--- src/rtl/if_stage.sv ---
// if_stage: instruction-fetch stage and IF/ID pipeline register.
//
// Holds the PC, drives the instruction-memory address, and registers
// {instr, PC+4, valid} for the decoder. Applies the hazard-unit stall,
// the ID-resolved redirect (branch/j/jal/jr) and the syscall-exit halt.
// There is no branch delay slot: a redirect squashes the wrong-path fetch.
//
// Ports:
//   clk            - clock, rising edge
//   rst_b          - asynchronous active-low reset
//   stall          - hold PC and IF/ID (load-use hazard)
//   redirect_valid - ID resolved a taken control transfer this cycle
//   redirect_pc    - redirect target; bits [1:0] are ignored
//   halt           - syscall exit decoded in ID; stop fetching for good
//   imem_addr      - instruction address (current PC)
//   imem_rdata     - instruction word read combinationally at imem_addr
//   if_id_instr    - registered instruction (32'h0 is a bubble)
//   if_id_pc4      - registered PC+4 of if_id_instr
//   if_id_valid    - if_id_instr is a real fetched instruction
//   halted         - stage has stopped after a halt
//   fetch_count    - valid instructions loaded into IF/ID (wraps)

module if_stage #(
    parameter logic [31:0] RESET_PC = 32'h0040_0000,
    parameter int unsigned CNT_W    = 32
) (
    input  logic             clk,
    input  logic             rst_b,
    input  logic             stall,
    input  logic             redirect_valid,
    input  logic [31:0]      redirect_pc,
    input  logic             halt,
    output logic [31:0]      imem_addr,
    input  logic [31:0]      imem_rdata,
    output logic [31:0]      if_id_instr,
    output logic [31:0]      if_id_pc4,
    output logic             if_id_valid,
    output logic             halted,
    output logic [CNT_W-1:0] fetch_count
);

    typedef enum logic {
        RUN,
        HALTED
    } state_e;

    state_e           state_q;
    logic [31:0]      pc_q;
    logic [31:0]      instr_q;
    logic [31:0]      pc4_q;
    logic             valid_q;
    logic [CNT_W-1:0] cnt_q;

    logic [31:0]      pc4_d;
    logic [31:0]      tgt_d;

    // Natural 32-bit wrap gives FFFF_FFFC + 4 = 0.
    assign pc4_d = pc_q + 32'd4;

    // Word-align the target so the PC never leaves a word boundary.
    assign tgt_d = redirect_pc & 32'hFFFF_FFFC;

    always_ff @(posedge clk or negedge rst_b) begin
        if (!rst_b) begin
            state_q <= RUN;
            pc_q    <= RESET_PC;
            instr_q <= 32'h0;
            pc4_q   <= 32'h0;
            valid_q <= 1'b0;
            cnt_q   <= '0;
        end else begin
            unique case (state_q)
                RUN: begin
                    if (halt) begin
                        state_q <= HALTED;
                        instr_q <= 32'h0;
                        pc4_q   <= 32'h0;
                        valid_q <= 1'b0;
                    end else if (redirect_valid) begin
                        // Redirect beats stall: the stalled
                        // instruction is on the wrong path anyway.
                        pc_q    <= tgt_d;
                        instr_q <= 32'h0;
                        pc4_q   <= 32'h0;
                        valid_q <= 1'b0;
                    end else if (!stall) begin
                        pc_q    <= pc4_d;
                        instr_q <= imem_rdata;
                        pc4_q   <= pc4_d;
                        valid_q <= 1'b1;
                        cnt_q   <= cnt_q + 1'b1;
                    end
                end
                HALTED: begin
                    state_q <= HALTED;
                end
                default: begin
                    state_q <= RUN;
                end
            endcase
        end
    end

    assign imem_addr   = pc_q;
    assign if_id_instr = instr_q;
    assign if_id_pc4   = pc4_q;
    assign if_id_valid = valid_q;
    assign halted      = (state_q == HALTED);
    assign fetch_count = cnt_q;

endmodule

--- config.mk ---
export PLATFORM = sky130hd
export DESIGN_NAME = if_stage
export DESIGN_NICKNAME = d
export VERILOG_FILES = /design/src/rtl/if_stage.sv
export SDC_FILE = /design/constraint.sdc
export NUM_CORES = 1
export LEC_CHECK = 0
export CORE_MARGIN = 1.5
export CORE_UTILIZATION = 46
export DETAILED_ROUTE_END_ITERATION = 7
export GPL_ROUTABILITY_DRIVEN = 0
export GPL_TIMING_DRIVEN = 0
export HOLD_SLACK_MARGIN = 0.1
export PLACE_DENSITY = 0.8
export SYNTH_ARGS = -nofsm -noshare
export SYNTH_HDL_FRONTEND = slang
export SYNTH_SLANG_ARGS = --single-unit
--- constraint.sdc ---
create_clock -name clk -period 2.19 [get_ports clk]
set_input_delay 0.219 -clock clk [delete_from_list [all_inputs] [get_ports clk]]
set_output_delay 0.219 -clock clk [all_outputs]
set_load 0.005 [all_outputs]
==> out/results.ini <==
[layout]
design_area_um2 = 8960
layout.nets = 883
multi_input_area_um2 = 2700
diodes = 0
drive_gt1_share_pct = 10.3
syn_to_final_growth_pct = 49.3
fill_cells = 976
final-seq-area_um2 = 3180

[synthesis]
yosys.cell_types.count = 55
ys.warnings.count = 0
ys_seq_area_share_pct = 53.0
dominantRegCellSynth = dfrtp_1
postSynthCellCount = 591
async_flop_share_pct = 100
ys_seq_elements = 127
syn-cell-area_um2 = 6000
syn_avg_cell_area_um2 = 10.2
synth_edf_count = 0

[floorplanning]
fp.dieW_um = 117
ios = 199
core_um2 = 12700
dieArea_um2 = 13700
fp.dieH_um = 117
row_count = 41
start_util_pct = 47.3

[global_routing]
antenna_found_initial = 0
grt_pass1_vias = 5724
grt_pass1_wl_um = 29400
track_usage_pct = 28.3
grt_max_degree = 77
grt_overflow = 0

[power_and_ir_drop]
pwr-share-clk_pct = 46.6
p_seq_share_pct = 41.5
intPower_w = 0.00476
netSwitchingPower_w = 0.00152
p_sw_share_pct = 24.2
peakVddDrop_mv = 0.483
leakagePower_nw = 3.73
comb_power_share_pct = 11.9
power.density_nw_per_um2 = 701

[timing]
fmax_mhz = 465
hold_viol = 0
worst-slew-pin-transition_ns = 0.650
whs_ns = 0.328
min_period_ns = 2.15
max_slew_margin_pct = 56.3
setup_ws_ns = 0.0411
post-route-period-util_pct = 98.1
setup_viol = 0
drv_slew = 0
skew_ns = 0.0103

[drt]
wl_met2_um = 9140
drtIter0Drc = 595
drtAntennaViolNets = 0
wire_per_inst_um = 19.0
route.final.wire_length_um = 18900
wl_met3_um = 1720
maxUsedRoutingLayer = met4
drc = 0
m1WireLength_um = 7510
dr.pass1.iters = 6
viasPerCell = 5.78
num_vias = 5762

[clocking]
clk_latency_ns = 0.42
h-tree-depth = 4
cts_sinks = 127
cts_tree = yes
cts_buffer_depth = 2
cts-root-buf = clkbuf_16
clkTransAtPathRegs_ns = 0.06
cts_inserted_buffers = 17

[place]
dp_hpwl_um = 13300
dp_worst_setup_slack_ns = -0.566
portBuffers = 193
place_area_um2 = 8180

[critical_path]
arrival_ns = 2.50
critPathCaptureType = register
regToRegStartpoint = imem_addr[13]
reg2reg_to = imem_addr[27]
path_max_fanout = 9
path_class = reg -> reg
critPathRequiredTime_ns = 2.54
reg2reg_depth = 7
start_kind = register
reg2reg_slack_ns = 0.04

[hold_path]
worstHoldPathType = in -> async

[flow_run]
drv_cap = 0

[status]
status = finished, final reports clean

[through the flow]
step / std cells / power (W) / setup TNS [ns] / utilization, %
2_1_floorplan: 592 / 0.00286 / 0 / -
3_3_place_gp: 957 / 0.00333 / -537.48 / 64.3
3_5_place_dp: 958 / 0.00336 / -37.10 / 64.6
4_1_cts: 995 / 0.00629 / 0 / 70.1
5_1_grt: 997 / 0.00648 / -0.0259 / 70.7
6_report: 997 / 0.00628 / 0 / 70.7
[metal layers]
| metal | vias to the layer above | global-route usage (%) |
|---|---|---|
| met2 | 331 | 45.5 |
| met1 | 2807 | 36.1 |
| met4 | 0 | 13.3 |
| met5 | - | 0 |
| met3 | 47 | 6.90 |
| li1 | 2577 | - |
[Yosys cell counts (2+ instances only)]
| cell type | instances | area (um^2) |
|---|---|---|
| a21oi_1 | 24 | 120 |
| a22o_1 | 34 | 298 |
| a22oi_1 | 5 | 37.5 |
| a2bb2oi_1 | 3 | 26.3 |
| a311oi_1 | 3 | 26.3 |
| and2_1 | 5 | 31.3 |
| and3_1 | 9 | 56.3 |
| and4_1 | 5 | 43.8 |
| buf_1 | 3 | 11.3 |
| buf_2 | 9 | 45.0 |
| buf_4 | 3 | 22.5 |
| clkbuf_1 | 25 | 93.8 |
| dfrtp_1 | 126 | 3150 |
| ha_1 | 2 | 25.0 |
| inv_1 | 8 | 30.0 |
| mux2i_1 | 2 | 20.0 |
| nand2_1 | 73 | 274 |
| nand3_1 | 37 | 185 |
| nand4_1 | 26 | 163 |
| nor2_1 | 28 | 105 |
| nor2_2 | 2 | 12.5 |
| nor3_1 | 10 | 50.1 |
| nor4_1 | 6 | 37.5 |
| nor4_2 | 3 | 37.5 |
| nor4b_4 | 2 | 47.6 |
| o21ai_0 | 43 | 215 |
| o22ai_1 | 7 | 43.8 |
| o2bb2ai_1 | 2 | 17.5 |
| o31a_1 | 2 | 17.5 |
| or3_1 | 3 | 18.8 |
| xnor2_1 | 42 | 368 |
| xor2_1 | 16 | 140 |
[kinds of logic after synthesis]
kind of cell    after synthesis  synth area share (%)
simple gates                215                  18.9
compound gates              137                  15.4
flops                       127                  53.0
xor+xnor                     58                  8.47
buf+inv                      49                  3.44
fa+ha+maj                     2                 0.417
mux                           2                 0.334
other cells                   1                0.0625
[layout by cell type, fill, tap and decap left out, types with 3 or more instances in the layout]
| cell | n |
|---|---|
| nand2_1 | 73 |
| and4_1 | 5 |
| bufinv_16 | 3 |
| clkbuf_16 | 17 |
| nor2_2 | 6 |
| clkbuf_1 | 17 |
| xor2_1 | 16 |
| nand4_1 | 26 |
| buf_4 | 9 |
| nor4_1 | 4 |
| inv_1 | 8 |
| buf_1 | 3 |
| a2bb2oi_1 | 3 |
| a22o_1 | 34 |
| dfrtp_1 | 124 |
| or3_1 | 3 |
| clkinv_2 | 4 |
| nand3_1 | 37 |
| a311oi_1 | 3 |
| nor3_1 | 9 |
| and3_1 | 9 |
| xnor2_1 | 42 |
| a22oi_1 | 5 |
| clkinv_4 | 3 |
| and2_1 | 5 |
| clkinvlp_4 | 3 |
| nor2_1 | 23 |
| buf_2 | 9 |
| a21oi_1 | 23 |
| clkbuf_2 | 7 |
| nor4_4 | 4 |
| o22ai_1 | 7 |
| o21ai_0 | 43 |
| clkdlybuf4s50_1 | 192 |
[registers in the layout, indices dropped and copies added, names as in the netlist]
| signal | cells |
|---|---|
| halted | 1 |
| if_id_instr | 32 |
| fetch_count | 32 |
| if_id_valid | 1 |
| if_id_pc4 | 31 |
| imem_addr | 30 |
[worst max-delay path by stage]
stage	startpoint	to	cells past startpoint
2_1_floorplan	imem_addr[2]	imem_addr[26]	7
3_3_place_gp	rst_b	if_id_pc4[28]	1
3_5_place_dp	redirect_valid	imem_addr[11]	8
4_1_cts	imem_addr[13]	imem_addr[27]	6
5_1_grt	halted	fetch_count[31]	5
6_report	imem_addr[13]	imem_addr[27]	7
[worst max-delay path: stages (launching register included)]
cell     delay [ns]
dfrtp_1        0.37
buf_2          0.21
nand4_1        0.23
buf_4          0.22
nor4_2         0.38
nand4_1        0.22
or3_1          0.36
nand3_1        0.10
[power by group through the flow]
stage	clock, W	sequential, W	combinational [W]
finish	0.00293	0.00260	0.000746
global route	0.00306	0.00262	0.000807
CTS	0.00296	0.00259	0.000743
detailed placement	0	0.00263	0.000728
global placement	0	0.00262	0.000711
floorplan	0	0.00261	0.000243
[cell type report]
class                      count  area share [%]
buffer                        39            1.98
clock buffer                  19            5.06
clock inverter                13            1.82
inverter                       9           0.391
multi-input combinational    416            30.1
sequential                   127            35.5
tap                          172            2.40
timing repair buffer         202            22.7
[repair_timing]
action                                  4_1_cts  5_1_grt
hold buffers                                  1        0
pin swaps                                     2        2
hold endpoints to repair                     51        0
endpoints found under the setup margin       59       85
gates resized for setup                      10       20
buffers inserted                              4        3
(Power assumes the default switching activity.)
